$ cat src/rtl/count_bcd_display.sv
// 13-bit binary to 4-digit BCD converter (serial double-dabble, 13 steps) with seven-segment drive.
// Optional macro LEADING_ZERO_BLANK_EN blanks leading zero digits on hex3..hex1.
module count_bcd_display #(
  parameter bit SEG_ACTIVE_LOW = 1'b1
) (
  input  logic        clk,
  input  logic        reset,
  input  logic [12:0] count,
  input  logic        load,
  output logic        busy,
  output logic        done,
  output logic [15:0] bcd,
  output logic [6:0]  hex0,
  output logic [6:0]  hex1,
  output logic [6:0]  hex2,
  output logic [6:0]  hex3
);

  localparam int unsigned CNT_W  = 13;
  localparam int unsigned BCD_W  = 16;
  localparam int unsigned SEG_W  = 7;
  localparam int unsigned STEP_W = 4;
  localparam logic [STEP_W-1:0] LAST_STEP = STEP_W'(CNT_W);

`ifdef LEADING_ZERO_BLANK_EN
  localparam bit LZB_EN = 1'b1;
`else
  localparam bit LZB_EN = 1'b0;
`endif

  typedef enum logic [1:0] {
    S_IDLE  = 2'd0,
    S_SHIFT = 2'd1,
    S_POST  = 2'd2
  } state_e;

  // Active-high segment pattern (bit0 = a .. bit6 = g), then polarity applied.
  function automatic logic [SEG_W-1:0] seg_encode(input logic [3:0] nib, input logic blank);
    logic [SEG_W-1:0] lit;
    lit = '0;
    if (!blank) begin
      case (nib)
        4'd0:    lit = 7'b0111111;
        4'd1:    lit = 7'b0000110;
        4'd2:    lit = 7'b1011011;
        4'd3:    lit = 7'b1001111;
        4'd4:    lit = 7'b1100110;
        4'd5:    lit = 7'b1101101;
        4'd6:    lit = 7'b1111101;
        4'd7:    lit = 7'b0000111;
        4'd8:    lit = 7'b1111111;
        4'd9:    lit = 7'b1101111;
        default: lit = '0;
      endcase
    end
    seg_encode = SEG_ACTIVE_LOW ? ~lit : lit;
  endfunction

  function automatic logic [3:0] add3(input logic [3:0] nib);
    add3 = (nib >= 4'd5) ? nib + 4'd3 : nib;
  endfunction

  state_e             state_q;
  logic [CNT_W-1:0]   sr_q;
  logic [BCD_W-1:0]   acc_q;
  logic [STEP_W-1:0]  step_q;
  logic               busy_q;
  logic               done_q;
  logic [BCD_W-1:0]   bcd_q;
  logic [SEG_W-1:0]   hex0_q;
  logic [SEG_W-1:0]   hex1_q;
  logic [SEG_W-1:0]   hex2_q;
  logic [SEG_W-1:0]   hex3_q;

  logic [11:0]        acc_adj_c;
  logic [BCD_W-1:0]   acc_d;
  logic [CNT_W-1:0]   sr_d;
  logic [STEP_W-1:0]  step_d;
  logic               blank1_c;
  logic               blank2_c;
  logic               blank3_c;

  // One double-dabble step. Inputs never exceed 8191, so the thousands nibble
  // is at most 4 before any shift and needs no add-3 correction.
  always_comb begin
    acc_adj_c = {add3(acc_q[11:8]), add3(acc_q[7:4]), add3(acc_q[3:0])};
    acc_d     = {acc_q[14:12], acc_adj_c, sr_q[CNT_W-1]};
    sr_d      = {sr_q[CNT_W-2:0], 1'b0};
    step_d    = step_q + STEP_W'(1);
  end

  // Leading-zero flags cascade from the thousands digit downwards.
  always_comb begin
    blank3_c = LZB_EN && (acc_q[15:12] == 4'd0);
    blank2_c = blank3_c && (acc_q[11:8] == 4'd0);
    blank1_c = blank2_c && (acc_q[7:4] == 4'd0);
  end

  always_ff @(posedge clk) begin
    if (reset) begin
      state_q <= S_IDLE;
      sr_q    <= '0;
      acc_q   <= '0;
      step_q  <= '0;
      busy_q  <= 1'b0;
      done_q  <= 1'b0;
      bcd_q   <= '0;
      hex0_q  <= seg_encode(4'd0, 1'b0);
      hex1_q  <= seg_encode(4'd0, LZB_EN);
      hex2_q  <= seg_encode(4'd0, LZB_EN);
      hex3_q  <= seg_encode(4'd0, LZB_EN);
    end else begin
      done_q <= 1'b0;
      case (state_q)
        S_IDLE: begin
          if (load) begin
            sr_q    <= count;
            acc_q   <= '0;
            step_q  <= '0;
            busy_q  <= 1'b1;
            state_q <= S_SHIFT;
          end
        end
        S_SHIFT: begin
          acc_q  <= acc_d;
          sr_q   <= sr_d;
          step_q <= step_d;
          if (step_d == LAST_STEP) begin
            state_q <= S_POST;
          end
        end
        S_POST: begin
          bcd_q   <= acc_q;
          hex0_q  <= seg_encode(acc_q[3:0], 1'b0);
          hex1_q  <= seg_encode(acc_q[7:4], blank1_c);
          hex2_q  <= seg_encode(acc_q[11:8], blank2_c);
          hex3_q  <= seg_encode(acc_q[15:12], blank3_c);
          done_q  <= 1'b1;
          busy_q  <= 1'b0;
          state_q <= S_IDLE;
        end
        default: begin
          busy_q  <= 1'b0;
          state_q <= S_IDLE;
        end
      endcase
    end
  end

  assign busy = busy_q;
  assign done = done_q;
  assign bcd  = bcd_q;
  assign hex0 = hex0_q;
  assign hex1 = hex1_q;
  assign hex2 = hex2_q;
  assign hex3 = hex3_q;

endmodule

$ cat config.mk
export PLATFORM = sky130hd
export DESIGN_NAME = count_bcd_display
export DESIGN_NICKNAME = d
export VERILOG_FILES = /design/src/rtl/count_bcd_display.sv
export SDC_FILE = /design/constraint.sdc
export NUM_CORES = 1
export LEC_CHECK = 0
export CAP_MARGIN = 20
export CORE_ASPECT_RATIO = 1.1
export CORE_MARGIN = 5
export CORE_UTILIZATION = 45
export CTS_BUF_LIST = sky130_fd_sc_hd__clkbuf_8
export CTS_CLUSTER_DIAMETER = 40
export DETAILED_ROUTE_END_ITERATION = 10
export PLACE_DENSITY = 0.69
export SLEW_MARGIN = 20
export SYNTH_ARGS = -nofsm -noshare
export SYNTH_HDL_FRONTEND = slang
export SYNTH_SLANG_ARGS = --single-unit
$ cat constraint.sdc
create_clock -name clk -period 2.4 [get_ports clk]
set_input_delay 0.36 -clock clk [delete_from_list [all_inputs] [get_ports clk]]
set_output_delay 0.36 -clock clk [all_outputs]
set_load 0.005 [all_outputs]
==> impl.org <==
** Worst hold path
- The worst hold path belongs to the class flop to flop.
- Worst-case hold path end point :: hex0[3]
- Along the worst hold path, the cell count comes to 1.

** Synthesis
- Syn Area/Cell :: 9.02 um^2
- Sequential elements use 44.1% of the synthesized area.
- sky130_fd_sc_hd__dfxtp_1 takes more of the synthesized area than any other cell.
- In this run, synthesis produced a sequential element count of 109.
- Number of warnings printed during yosys synthesis :: 0
- The number of nets in the synthesized netlist is 597.
- Count of flip-flops with a built-in enable after synthesis :: 0
- Leading post-synthesis cells by cell area :: sky130_fd_sc_hd__dfxtp_1, sky130_fd_sc_hd__ha_1, sky130_fd_sc_hd__nand2_1
- After synthesis, the share of flip-flops with an asynchronous set or reset is 0%.
- In the synthesized netlist the dominant register cell turns out to be sky130_fd_sc_hd__dfxtp_1.
- Proportion of netlist area held by the largest area contributor :: 44.1%
- After synthesis the cells add up to 0.00495 mm^2.
- Synthesis produced 549 cells.
- Number of library cell types mapped by synthesis :: 63

** Global route
- Global routing used 16.8% of the available tracks.
- First-pass GRT wire length :: 17900 um
- Via count of the first global-routing pass :: 3852
- Total overflow reported by the global router :: 0
- Entering global routing, the biggest net connects 61 pins.
- Number of antenna violations at the first check in global routing :: 0

** Critical path
- The slowest stage of the critical path belongs to the cell sky130_fd_sc_hd__dfxtp_2.
- Crit. path cell count :: 9
- Crit Path Max Fanout :: 6
- Worst path cell trace :: inv_1, ha_1, nand2b_1, a21o_1, a211oi_4, inv_1, ha_1, or2_2, o211ai_1
- STA classifies the critical path endpoint as a flop.
- Grouping stages by cell kind, the critical path spends the most delay in compound AO/OA/AOI/OAI gates.
- Depth of the worst register-to-register path :: 9
- Buf+Inv Stages, Crit Path :: 2
- STA puts the critical path data required time at 2.69 ns.
- The startpoint identified for the worst register-to-register timing path is acc_q[8].
- Data arrival time of the critical path :: 2.59 ns
- Slowest cell delay on critical path :: 0.36 ns
- The worst setup path is of the flop to flop kind.
- STA classifies the critical path startpoint as a flop.
- Reg-to-reg slack, setup :: 0.10 ns

** Layout
- At the end of the flow the core is filled with cells to 55.1%.
- For this run, the post-layout net count is 666.
- Cells with a size suffix above 1 make up 11.6% of the layout.
- 0 antenna diodes ended up in the layout.
- Relative to the synthesized area, the layout overhead comes to 20.9%.

** Power and ir drop
- Clock group share of total power :: 30.3%
- Per report_power, the sequential group accounts for 63.3% of the total.
- Worst vdd ir :: 0.249 mV
- For this design the static power due to leakage is 0.00233 uW.
- In this run switching power makes up 22.8% of total power.
- Cell area power density :: 489 mW/mm^2
- The internal power of the cells totals 2260 uW.
- For this design the total switching power over the nets is 666 uW.
- Gate power share :: 6.4%

** Clocking
- The H-tree was split into 3 levels.
- CTS Sinks :: 109
- TritonCTS clock tree :: built
- No sink is reached through more buffers than the 2 on the longest clock path.
- Clock edge transition at the registers on the reported setup and hold paths :: 0.08 ns
- TritonCTS Buffers :: 9
- The tree is rooted in a sky130_fd_sc_hd__clkbuf_8.
- For this design, the CTS-stage hold fixing added 0 buffers.
- The later pin in the worst-skew pair is clocked with a latency of 0.37 ns.

** Placed design
- Routability congestion estimate from global placement :: 0.905
- Detailed placement finished with a half-perimeter wire length of 7770 um.
- The count of buffers added on input and output ports is 61.
- Post-Place Worst Slack :: -0.0509 ns

** STA
- Final hold vios :: 0
- The max-slew violation count was 0.
- The clock period could shrink to 2.30 ns.
- For this run, the top clock speed supported by timing is 436 MHz.
- Worst hold margin :: 0.405 ns
- Period Utilization, post-route :: 95.6%
- For the pin with the worst max-slew slack, the measured transition is 0.594 ns.
- # setup viols final :: 0
- Once routing completed, OpenROAD measured the worst setup slack at 0.105 ns.
- Setup repair after global routing missed its margin :: true
- Headroom to the max-slew limit came out at 60.2%.
- Worst clock skew :: 0.00926 ns

** Drt
- Post-detailed-route count of antenna-violating nets :: 0
- After detailed routing, the total wire length is 10600 um.
- Detailed router's first-iteration violation count :: 156
- For this run, the detailed router's first-pass iteration total came to 5.
- Using the TritonRoute via totals, the vias-per-cell ratio works out to 5.24.
- For this run, design rule violations remaining after detail routing come to 0.
- Average detailed-routed wire length per instance :: 13.9 um
- The detailed router placed 4012 vias in this run.

** Outcome
- Outcome :: complete, no violations

** Floorplan
- Horizontal die dimension :: 110 um
- The core region is 0.0109 mm^2.
- Total I/O pin count :: 62
- Initial Util :: 45.6%
- In this run the core area contains 40 standard-cell rows.
- The die covers 0.0132 mm^2.
- Measured along the y axis, the die boundary spans 120 um.

** Flow run
- Max-cap violations :: 0
[logic make-up (layout without fill, tap and decap cells)]
group	Yosys count	after routing	synth area share, %
adder cells (fa/ha/maj)	32	32	8.09
AND/OR/NAND/NOR	180	180	16.5
flip-flops	109	109	44.1
multiplexers	2	2	0.404
XOR/XNOR	4	4	0.708
buffers and inverters	70	140	6.19
AO/OA/AOI/OAI	152	152	24.0
[power by group through the flow]
| stage | logic, uW | registers, uW | clock network, uW |
|---|---|---|---|
| after CTS | 188 | 1850 | 915 |
| after floorplan | 121 | 1890 | 0 |
| after detailed placement | 187 | 1890 | 0 |
| final | 188 | 1850 | 886 |
| after global routing | 207 | 1850 | 983 |
| after global placement | 183 | 1890 | 0 |
[layout by cell type, fill, tap and decap left out, types with 3 or more instances in the layout]
cell / instances
sky130_fd_sc_hd__a21oi_1: 31
sky130_fd_sc_hd__a22o_1: 3
sky130_fd_sc_hd__a211oi_1: 29
sky130_fd_sc_hd__inv_2: 3
sky130_fd_sc_hd__and3_1: 5
sky130_fd_sc_hd__a2111oi_0: 3
sky130_fd_sc_hd__o211ai_1: 7
sky130_fd_sc_hd__and2_1: 4
sky130_fd_sc_hd__nor2_1: 52
sky130_fd_sc_hd__dfxtp_2: 3
sky130_fd_sc_hd__nand3_1: 9
sky130_fd_sc_hd__a311oi_1: 13
sky130_fd_sc_hd__a21o_1: 7
sky130_fd_sc_hd__clkdlybuf4s50_1: 60
sky130_fd_sc_hd__nor3b_1: 3
sky130_fd_sc_hd__nor3_1: 8
sky130_fd_sc_hd__o21ai_0: 22
sky130_fd_sc_hd__nand2b_1: 6
sky130_fd_sc_hd__buf_4: 32
sky130_fd_sc_hd__nand2_1: 80
sky130_fd_sc_hd__inv_1: 34
sky130_fd_sc_hd__clkbuf_8: 9
sky130_fd_sc_hd__ha_1: 32
sky130_fd_sc_hd__xnor2_1: 3
sky130_fd_sc_hd__dfxtp_1: 106
[cell usage after synthesis (all sizes together), types with 3 or more instances]
cell     number
and2          4
nor2         53
a221oi        3
nor2b         3
a22o          3
a311oi       13
nor3          8
nand2        80
a22oi         3
inv          34
nand2b        6
o21ai        24
a21oi        32
and3          5
a2111oi       7
ha           32
a21o          7
o211ai        7
a211oi       33
clkbuf       17
xnor2         3
nand3        10
nor3b         4
buf          19
dfxtp       109
[worst reg2reg max path, delay by kind of cell, from the launching register on]
| family | cells | cell delay (ns) |
|---|---|---|
| simple gates | 2 | 0.46 |
| buf+inv | 2 | 0.29 |
| compound gates | 3 | 0.71 |
| flops | 1 | 0.36 |
| fa+ha+maj | 2 | 0.40 |
[cell type report]
class,count,area (um^2)
Timing Repair Buffer,94,866
Multi-Input combinational cell,370,2480
Sequential cell,109,2190
Clock inverter,3,11.3
Tap cell,147,184
Fill cell,1023,4880
Clock buffer,9,124
Inverter,34,128
[worst max path at each step]
stage / from / to / slack, ns
after CTS: acc_q[8] / flop / 0.005
after detailed placement: load / flop / -0.05
after floorplan: acc_q[1] / flop / 0.10
after global placement: load / flop / 0.02
final: acc_q[8] / flop / 0.10
after global routing: acc_q[0] / flop / -0.03
[per-stage QoR]
step           instances  cell area, um^2  power [uW]  TNS (ns)
2_1_floorplan        549             4950        2010         0
3_3_place_gp         752             5810        2070         0
3_5_place_dp         752             5810        2080    -0.145
4_1_cts              764             5950        2950         0
5_1_grt              766             5980        3040   -0.0556
6_report             766             5980        2920         0
[layer usage]
layer,track usage (%),vias to the layer above,wire length (um)
met5,0,-,0
met2,27.2,76,5110
met4,6.47,0,208
met1,21.7,1880,4880
met3,3.34,17,448
li1,-,2039,-
[what timing repair did]
action	4_1_cts	5_1_grt
gates resized for setup	0	9
setup buffers	0	2
endpoints found under the setup margin	0	18
No activity file was read; power rests on OpenSTA's default activity.
